$ cat src/rtl/pc_src_ctrl.sv
// Multicycle PC-update sequencer: drives the PC source mux select and the PC/EPC load enables.
// Optional exception path (EPC save, vector read wait, vector jump) is enabled by `PC_SRC_CTRL_EXC_EN.
module pc_src_ctrl #(
    parameter int MEM_LAT = 2
) (
    input  logic       clk,
    input  logic       reset,
    input  logic       start,
    input  logic [1:0] br_type,
    input  logic       alu_zero,
    input  logic       exc_req,
    output logic [1:0] pc_src,
    output logic       pc_write,
    output logic       epc_write,
    output logic       busy,
    output logic       done
);

    if (MEM_LAT < 1 || MEM_LAT > 15) begin : g_mem_lat_range
        $error("pc_src_ctrl: MEM_LAT must be in 1..15");
    end

    localparam logic [1:0] BR_NONE = 2'd0;
    localparam logic [1:0] BR_BEQ  = 2'd1;
    localparam logic [1:0] BR_BNE  = 2'd2;
    localparam logic [1:0] BR_J    = 2'd3;

`ifdef PC_SRC_CTRL_EXC_EN
    typedef enum logic [2:0] {
        IDLE, FETCH, DECODE, RESOLVE, EXC_SAVE, EXC_WAIT, EXC_JUMP
    } state_t;

    localparam logic [3:0] CNT_INIT = 4'(MEM_LAT - 1);

    logic [3:0] cnt_reg, cnt_next;
`else
    typedef enum logic [1:0] {
        IDLE, FETCH, DECODE, RESOLVE
    } state_t;

    logic unused_exc_req;
    assign unused_exc_req = exc_req;
`endif

    state_t     state_reg, state_next;
    logic [1:0] br_type_reg;

    always_ff @(posedge clk) begin
        if (reset) begin
            state_reg   <= IDLE;
            br_type_reg <= BR_NONE;
        end else begin
            state_reg <= state_next;
            if (state_reg == DECODE) begin
                br_type_reg <= br_type;
            end
        end
    end

`ifdef PC_SRC_CTRL_EXC_EN
    always_ff @(posedge clk) begin
        if (reset) begin
            cnt_reg <= 4'd0;
        end else begin
            cnt_reg <= cnt_next;
        end
    end
`endif

    always_comb begin
        state_next = state_reg;
        pc_src     = 2'd0;
        pc_write   = 1'b0;
        epc_write  = 1'b0;
        busy       = (state_reg != IDLE);
        done       = 1'b0;
`ifdef PC_SRC_CTRL_EXC_EN
        cnt_next   = cnt_reg;
`endif
        case (state_reg)
            IDLE: begin
                if (start) begin
                    state_next = FETCH;
                end
            end
            FETCH: begin
                pc_write   = 1'b1;
                state_next = DECODE;
            end
            DECODE: begin
`ifdef PC_SRC_CTRL_EXC_EN
                // Exception wins over whatever branch class was decoded.
                state_next = exc_req ? EXC_SAVE : RESOLVE;
`else
                state_next = RESOLVE;
`endif
            end
            RESOLVE: begin
                done       = 1'b1;
                state_next = IDLE;
                case (br_type_reg)
                    BR_BEQ: begin
                        pc_src   = 2'd1;
                        pc_write = alu_zero;
                    end
                    BR_BNE: begin
                        pc_src   = 2'd1;
                        pc_write = !alu_zero;
                    end
                    BR_J: begin
                        pc_src   = 2'd2;
                        pc_write = 1'b1;
                    end
                    default: begin
                        pc_write = 1'b0;
                    end
                endcase
            end
`ifdef PC_SRC_CTRL_EXC_EN
            EXC_SAVE: begin
                epc_write  = 1'b1;
                cnt_next   = CNT_INIT;
                state_next = EXC_WAIT;
            end
            EXC_WAIT: begin
                // Select the vector input early so the mux path settles while memory responds.
                pc_src = 2'd3;
                if (cnt_reg == 4'd0) begin
                    state_next = EXC_JUMP;
                end else begin
                    cnt_next = cnt_reg - 4'd1;
                end
            end
            EXC_JUMP: begin
                pc_src     = 2'd3;
                pc_write   = 1'b1;
                done       = 1'b1;
                state_next = IDLE;
            end
`endif
            default: begin
                state_next = IDLE;
            end
        endcase
    end

endmodule

$ cat config.mk
export PLATFORM = sky130hd
export DESIGN_NAME = pc_src_ctrl
export DESIGN_NICKNAME = d
export VERILOG_FILES = /design/src/rtl/pc_src_ctrl.sv
export SDC_FILE = /design/constraint.sdc
export NUM_CORES = 1
export LEC_CHECK = 0
export BUFFER_PORTS_ARGS = -buffer_cell sky130_fd_sc_hd__buf_2
export CORE_AREA = 8 8 45 47
export CTS_BUF_LIST = sky130_fd_sc_hd__clkbuf_4 sky130_fd_sc_hd__clkbuf_8
export CTS_CLUSTER_SIZE = 8
export DETAILED_ROUTE_END_ITERATION = 10
export DIE_AREA = 0 0 53 55
export SLEW_MARGIN = 20
export SYNTH_ARGS = -nofsm -noshare
export SYNTH_HDL_FRONTEND = slang
export SYNTH_SLANG_ARGS = --single-unit
$ cat constraint.sdc
create_clock -name clk -period 1.1 [get_ports clk]
set_input_delay 0.165 -clock clk [delete_from_list [all_inputs] [get_ports clk]]
set_output_delay 0.165 -clock clk [all_outputs]
set_load 0.01 [all_outputs]
After elaboration in Yosys (flattened, before gate mapping)
Index checks and enable logic that the tools add are counted.

storage, ports and cells
  memories = 0
  word-level logic and storage cells = 20
  bits in read-only memories = 0
  latch bits = 0
  bits in registers = 4
  bits in writable memories = 0

operators by class
  magnitude comparators = 0
  mux-type cells = 7
  bitwise gates (word level) = 0
  reductions and logical operators = 4
  add/sub/neg operators = 0
  equal/unequal tests = 7
  divide/modulo/power cells = 0
  multiply operators = 0
  shift operators = 0

operator list
  operator            number
  $eq 2x2->1 const B  4
  $pmux 2 s4          1
  $eq 2x1->1 const B  2
  $mux 2              2
  $pmux 2 s2          1
  $pmux 1 s3          1
  $logic_not 2->1     1
  $ne 2x2->1 const B  1
  $pmux 1 s2          1
  $reduce_bool 2->1   1
  $reduce_or 2->1     1
  $logic_not 1->1     1
  $mux 1              1

Depth between registers and ports, before layout
Gate-level depths: netlist of run 1.

  depth in word-level cells = 4
  mapped depth = 5
  mapped depth without buffers = 5

Least setup slack after synthesis of run 1
No wires, ideal clock.

  path kind = reg2reg
  start = register state_reg[0]
  end = register state_reg[1]
  library setup time = 0.070 ns
  setup slack = -0.007 ns
  data arrival time = 1.037 ns
  required time = 1.030 ns
  cell stages (with the launch flop) = 6
  cell sequence = dfxtp_1 -> inv_1 -> ha_1 -> inv_2 -> or3_1 -> a21oi_1

on the way
  word-level cells in the longest chain between the ends = 2
  elaborated cells between the ends (all ways) = 6

RTL lines
  item                                      line  text
  start, declared                           45    state_t state_reg, state_next;
  start signal, assigned                    53    state_reg <= state_next;
  $eq 2x2->1, or another cell as far along  80    case (state_reg)
  $pmux 2 s4 or $ne 2x2->1 (tied branches)  -

Several ways; a longest one is shown, not always the timed one.
A chain may end at the register's enable or synchronous reset.

Final worst setup path of run 1
  start = register state_reg[0]
  end = output port pc_write

on the way
  word-level cells in the longest chain between the ends = 2
  elaborated cells between the ends (all ways) = 3

RTL lines
  item                                      line  text
  $eq 2x2->1 or $eq 2x1->1 (tied branches)  80
  $pmux 1 s2 *                              80
  end, declared                             13    output logic pc_write,

Every way passes the cells marked *; elsewhere a longest branch is shown, timed or not.

==> impl_summary.log, run 1 <==
INFO  metric design.final.nets = 56
INFO  metric crit_path_max_fanout = 4
INFO  metric grt_residual_overflow = 0
INFO  metric power-per-cell-area = roughly 2400 nW/um^2
INFO  metric port-buffer-count = 10
INFO  metric core-area = between 1000 and 1500 um^2
INFO  metric n_antenna_cell = 0
INFO  metric die_w = ~53 um
INFO  metric critical_path_endpoint_category = output port
INFO  metric detail-route-antenna-nets = 0
INFO  metric cts_tree = yes
INFO  metric routabilityCongestion = roughly 0.67
INFO  metric syn_avg_cell_area = 9.12 um^2
INFO  metric synth-seq-cells = 4
INFO  metric die_height = ~55 um
INFO  metric final.min_clock_period = roughly 1300 ps
INFO  metric vias_per_cell = 3.83
INFO  metric cts_htree_levels = 1
INFO  metric post-synth-top-area-cell = sky130_fd_sc_hd__dfxtp_1
INFO  metric die-area = 2920 um^2
INFO  metric cts_buffer_depth = 2
INFO  metric setup_violations = 5
INFO  metric path_clk_slew = 40 ps
INFO  metric remaining_drc_errors = 0
INFO  metric outcome = finished with violations
INFO  metric wl = roughly 570 um
INFO  metric mappedNetlistArea = 255 um^2
INFO  metric slew_violations = 0
INFO  metric place_area = ~340 um^2
INFO  metric failed_checks = setup timing
INFO  metric setup.worst_path.class = register to output port
INFO  metric crit_path_start_kind = register
INFO  metric fin_crit_sh = 1.14
INFO  metric io-pin-count = 13
INFO  metric power.leakage = 0.192 nW
INFO  metric layout-drive-gt1-share = 0.619
INFO  metric stdcell_area = between 300 and 400 um^2
INFO  metric synthDominantCellAreaShare = 0.314
INFO  metric multi_input_area = between 150 and 200 um^2
INFO  metric arrival = 1090 ps
INFO  metric post_cts.repair.setup_buffers = 0
INFO  metric syn_nets = 40
INFO  metric detailedRoute.firstPassIterationCount = 3
INFO  metric clock.fmax = around 800 MHz
INFO  metric synthToLayoutAreaGrowth = 45.6%
INFO  metric worst-endpoint-required = roughly 940 ps
INFO  metric grt_pass1_vias = 220
INFO  metric post_drt_wl_per_cell = 9.88 um
INFO  metric vias_post_dr = about 220
INFO  metric hold_viol = 0
INFO  metric cap_viol_max_count = 0
INFO  metric synth_sequential_area_ratio = 0.314
INFO  metric postSynthCellCount = 28
INFO  metric clkSinkCount = 4
INFO  metric drt_iter0_drc = 4
INFO  metric grt_setup_unrepaired = yes
INFO  metric root_buffer = sky130_fd_sc_hd__clkbuf_4
INFO  metric cts_buffers = 3
INFO  metric first_pass_grt_wire_length = just over 900 um
INFO  metric later_pin_clock_latency_in_the_skew_report = roughly 240 ps
INFO  metric placement_rows = 14
INFO  metric pin_count_of_the_biggest_net_entering_global_routing = 5
INFO  metric netlist-cell-type-count = 15
INFO  metric timing.hold.ws = between 100 and 150 ps
INFO  metric hold_class = input port to register
INFO  metric fin_worst_skew = approximately 2.4 ps
INFO  metric total_power = 0.000904 W
INFO  metric initial_utilization = 0.184
INFO  metric regArea = about 88 um^2
INFO  metric irDropWorstVdd = about 1.1 mV
INFO  metric fillers = 141
INFO  metric setup_total_negative_slack = -485 ps
INFO  metric timing.final.ws_setup = -153 ps
INFO  metric grt_antenna_before_repair = 0
INFO  metric groute.usage.overall = 0.0486
INFO  metric synth.yosys.warnings = 0
INFO  metric area_contributors_post_synth = sky130_fd_sc_hd__dfxtp_1, sky130_fd_sc_hd__ha_1, sky130_fd_sc_hd__mux2i_1, sky130_fd_sc_hd__nor2_1, sky130_fd_sc_hd__and2_1
[synthesized netlist by cell type, drive strengths merged]
library cell / instances
a21oi: 1
or3: 1
nor2: 4
and2: 2
buf: 1
conb: 1
o21ai: 1
mux2: 1
ha: 5
a21o: 1
inv: 3
a211oi: 1
mux2i: 2
dfxtp: 4
[cell families (layout without fill, tap and decap cells)]
logic type,after synthesis,in the layout,share of synthesized area
AOI/OAI and AO/OA,4,4,0.0980
adders and majority gates,5,5,0.245
buffers and inverters,4,18,0.0735
DFF,4,4,0.314
muxes,3,3,0.123
other,1,1,0.0147
and+or+nand+nor,7,7,0.132
[layer usage]
layer / part of all wire / wire, um / track usage
met5: 0 / 0 / 0
met1: 0.44 / 253 / 0.0547
met3: 0.20 / 115 / 0.0615
met4: 0 / 0 / 0.0129
met2: 0.36 / 204 / 0.0527
[critical path, stage by stage (launching register included)]
cell and delay (ps):
sky130_fd_sc_hd__dfxtp_4 350, sky130_fd_sc_hd__ha_2 200, sky130_fd_sc_hd__a21o_1 170, sky130_fd_sc_hd__buf_2 130
[report_power, final]
| group | switching (W) | internal [W] | total [W] | leakage, nW |
|---|---|---|---|---|
| registers | 0.0000530 | 0.000216 | 0.000269 | 0.0347 |
| clock network | 0.0000648 | 0.000122 | 0.000187 | 0.0138 |
| logic | 0.000217 | 0.000230 | 0.000448 | 0.144 |
| total | 0.000335 | 0.000569 | 0.000904 | 0.192 |
[path summary, 6_finish.rpt]
| check | endpoint | slack (ps) | start | depth (start not counted) |
|---|---|---|---|---|
| min reg2reg | br_type_reg[0] | 510 | br_type_reg[0] | 2 |
| max | pc_write | -150 | state_reg[0] | 3 |
| max reg2reg | state_reg[1] | -20 | state_reg[0] | 5 |
| min | state_reg[1] | 130 | reset | 2 |
[through the flow]
step           setup slack [ps]  utilization  cells
6_report                   -153        0.269     58
3_3_place_gp              -6.51        0.242     55
4_1_cts                    -165        0.264     58
3_5_place_dp              -32.0        0.242     55
5_1_grt                    -215        0.269     58
2_1_floorplan              1.60            -     28
[timing repair]
item / in CTS / in global routing
gates cloned: 0 / 0
setup endpoints to repair: 6 / 6
pin swaps: 4 / 0
gates resized for setup: 7 / 2
hold buffers: 0 / 0
[layout by cell type, fill, tap and decap left out]
master / synthesis / routed
sky130_fd_sc_hd__buf_4: 1 / 2
sky130_fd_sc_hd__ha_1: 5 / 3
sky130_fd_sc_hd__o21ai_0: 1 / 1
sky130_fd_sc_hd__mux2_2: 1 / 1
sky130_fd_sc_hd__conb_1: 1 / 1
sky130_fd_sc_hd__clkbuf_4: 0 / 3
sky130_fd_sc_hd__nor2_1: 4 / 4
sky130_fd_sc_hd__mux2i_1: 2 / 2
sky130_fd_sc_hd__and2_1: 2 / 2
sky130_fd_sc_hd__buf_2: 0 / 10
sky130_fd_sc_hd__a21o_1: 1 / 1
sky130_fd_sc_hd__dfxtp_4: 0 / 1
sky130_fd_sc_hd__ha_2: 0 / 2
sky130_fd_sc_hd__a21oi_2: 0 / 1
sky130_fd_sc_hd__inv_2: 1 / 3
sky130_fd_sc_hd__dfxtp_2: 0 / 3
sky130_fd_sc_hd__a211oi_1: 1 / 1
sky130_fd_sc_hd__or3_1: 1 / 1
[final cells by class]
class                      instances  area share
tap                               16      0.0539
sequential                         4       0.236
timing repair buffer              12       0.175
multi-input combinational         20       0.444
clock buffer                       3      0.0606
inverter                           3      0.0303
(Power assumes the default switching activity.)
==> run 2, diff against run 1 <==
HOLD_SLACK_MARGIN = 0.15   (was unset)
==> run 2 against run 1 <==
The run still ends with setup timing left. Global-route usage up 0.11 points. Highest routed layer unchanged. Design area rose by 2.7%. Sequential power barely moved. Cell count is 1.7% higher. Via count up 1.8%. Utilization increased by 0.72 points. Non-clock buffer count is 1 higher.
==> impl_summary.log, run 2 (synthesis gave the netlist of run 1 again) <==
INFO  metric power-per-cell-area = 2370 nW/um^2 (-2.3%)
INFO  metric cts_buffer_depth = 2 (unchanged)
INFO  metric mostFrequentLayoutCell = sky130_fd_sc_hd__buf_2
INFO  metric crit_path_max_fanout = 4 (unchanged)
INFO  metric clock.fmax = 798 MHz (unchanged)
INFO  metric fin_crit_sh = 1.14 (about the same)
INFO  metric port-buffer-count = 10 (unchanged)
INFO  metric core-area = 1380 um^2 (unchanged)
INFO  metric placement_rows = 14 (unchanged)
INFO  metric detailedRoute.firstPassIterationCount = 3 (unchanged)
INFO  metric worstHoldEndpoint = br_type_reg[1]
INFO  metric maximum_cell_stage_delay_along_the_critical_path = 350 ps (about the same)
INFO  metric groute.usage.overall = 0.0497 (+0.00109)
INFO  metric setup_total_negative_slack = -485 ps (+0.00100 ps)
INFO  metric final.min_clock_period = 1250 ps (-0.00100 ps)
INFO  metric root_buffer = sky130_fd_sc_hd__clkbuf_4
INFO  metric timing.critical_path.depth = 3 (unchanged)
INFO  metric failed_checks = setup timing
INFO  metric synthToLayoutAreaGrowth = 49.5%
INFO  metric design.final.nets = 57 (+1.8%)
INFO  metric timing.hold.ws = 178 ps (+49.4 ps)
INFO  metric finalCoreUtilization = 0.276 (+0.00723)
INFO  metric placement.setup.worst_slack = -32.0 ps (unchanged)
INFO  metric post_cts.repair.setup_buffers = 0 (unchanged)
INFO  metric hold_class = input port to register
INFO  metric wl = 577 um (+0.70%)
INFO  metric power.leakage = 0.197 nW (+2.2%)
INFO  metric arrival = 1090 ps (about the same)
INFO  metric layout-drive-gt1-share = 0.605 (-0.0144)
INFO  metric clkSinkCount = 4 (unchanged)
INFO  metric hold_path_depth = 3 (+1)
INFO  metric r2r_slack = -20 ps (about the same)
INFO  metric initial_utilization = 0.184 (unchanged)
INFO  metric drt_iter0_drc = 4 (unchanged)
INFO  metric path_clk_slew = 40 ps (about the same)
INFO  metric die_w = 53 um (unchanged)
INFO  metric timing.critical_path.buf_inv = 1 (unchanged)
INFO  metric cts_buffers = 3 (unchanged)
INFO  metric grt_pass1_vias = 227 (+3.2%)
INFO  metric setup_violations = 5 (unchanged)
INFO  metric r2r-end = state_reg[1]
INFO  metric die_height = 55 um (unchanged)
INFO  metric crit_family = flip-flops
INFO  metric detail-route-antenna-nets = 0 (unchanged)
INFO  metric cell_count_of_the_worst_reg_to_reg_path = 5 (unchanged)
INFO  metric first_pass_grt_wire_length = 959 um (+3.0%)
INFO  metric stdcell_area = 382 um^2 (+2.7%)
INFO  metric slew_violations = 0 (unchanged)
INFO  metric vias_per_cell = 3.83 (about the same)
INFO  metric post_drt_wl_per_cell = 9.78 um (-1.0%)
INFO  metric worst_r2r_startpoint = state_reg[0]
INFO  metric worst-endpoint-required = 940 ps (about the same)
INFO  metric fillers = 140 (-0.71%)
INFO  metric place_area = 335 um^2 (unchanged)
INFO  metric cts_tree = yes
INFO  metric timing.final.ws_setup = -153 ps (+0.00100 ps)
INFO  metric vias_post_dr = 226 (+1.8%)
INFO  metric outcome = finished with violations
INFO  metric path_cells = ha_2 -> a21o_1 -> buf_2
INFO  metric routabilityCongestion = 0.668 (unchanged)
INFO  metric multi_input_area = 165 um^2 (unchanged)
INFO  metric grt_residual_overflow = 0 (unchanged)
INFO  metric pin_count_of_the_biggest_net_entering_global_routing = 5 (unchanged)
INFO  metric irDropWorstVdd = 1.12 mV (about the same)
INFO  metric n_antenna_cell = 0 (unchanged)
INFO  metric fin_worst_skew = 2.38 ps (unchanged)
INFO  metric cap_viol_max_count = 0 (unchanged)
INFO  metric worst_hold_startpoint = br_type[1]
INFO  metric hold_viol = 0 (unchanged)
INFO  metric regArea = 87.6 um^2 (unchanged)
INFO  metric most-common-layout-cells = sky130_fd_sc_hd__buf_2, sky130_fd_sc_hd__nor2_1
INFO  metric setup.worst_path.class = register to output port
INFO  metric remaining_drc_errors = 0 (unchanged)
INFO  metric critical_path_endpoint_category = output port
INFO  metric grt_antenna_before_repair = 0 (unchanged)
INFO  metric io-pin-count = 13 (unchanged)
INFO  metric cts_htree_levels = 1 (unchanged)
INFO  metric crit_path_start_kind = register
INFO  metric grt_setup_unrepaired = yes
INFO  metric timing.critical_path.slowest_stage_cell = sky130_fd_sc_hd__dfxtp_4
INFO  metric die-area = 2920 um^2 (unchanged)
INFO  metric later_pin_clock_latency_in_the_skew_report = 240 ps (about the same)
run 2: changes by cell type in the layout (fill, tap and decap cells not counted), sizes merged:
cell	previous run	this run
dlygate4sd3	0	1
run 2: area by class of cell:
class / instances / area share
clock buffers: 3 / 0.0590
flip-flops and latches: 4 / 0.230
multi-input cells: 20 / 0.433
repair buffers: 13 / 0.197
well taps: 16 / 0.0525
inverters: 3 / 0.0295
run 2: tightest hold or removal path: stages:
cell and delay (ps):
sky130_fd_sc_hd__buf_2 70, sky130_fd_sc_hd__mux2i_1 60, sky130_fd_sc_hd__nor2_1 70
run 2: report_power, final:
| part | internal [W] | switching, W | total [W] |
|---|---|---|---|
| clock network | 0.000122 | 0.0000648 | 0.000187 |
| logic | 0.000233 | 0.000217 | 0.000450 |
| registers | 0.000216 | 0.0000530 | 0.000269 |
| total | 0.000571 | 0.000335 | 0.000906 |
run 2: metal layers:
| layer | global-route usage | part of all wire | up-vias |
|---|---|---|---|
| met4 | 0.0129 | 0 | 0 |
| met2 | 0.0566 | 0.36 | 13 |
| met1 | 0.0547 | 0.44 | 93 |
| met3 | 0.0615 | 0.20 | 0 |
| met5 | 0 | 0 | - |
| li1 | - | - | 120 |
run 2: worst max-delay path by stage:
stage,startpoint,end,slack [ps]
after global placement,state_reg[0],state_reg[1],-7
after detailed placement,state_reg[0],state_reg[1],-30
after floorplan,state_reg[0],state_reg[1],2
after global routing,br_type_reg[1],pc_write,-210
after CTS,br_type_reg[1],pc_src[0],-170
final,state_reg[0],pc_write,-150
run 2: stage by stage:
step           instances  power [W]
2_1_floorplan         28   0.000507
3_3_place_gp          55   0.000670
3_5_place_dp          55   0.000680
4_1_cts               59   0.000902
5_1_grt               59    0.00102
6_report              59   0.000906
run 2: what timing repair did:
item | in CTS | in global routing
endpoints found under the setup margin | 6 | 6
resized for setup | 7 | 2
hold endpoints to repair | 4 | 0
pin swaps | 4 | 0
hold buffers | 1 | 0
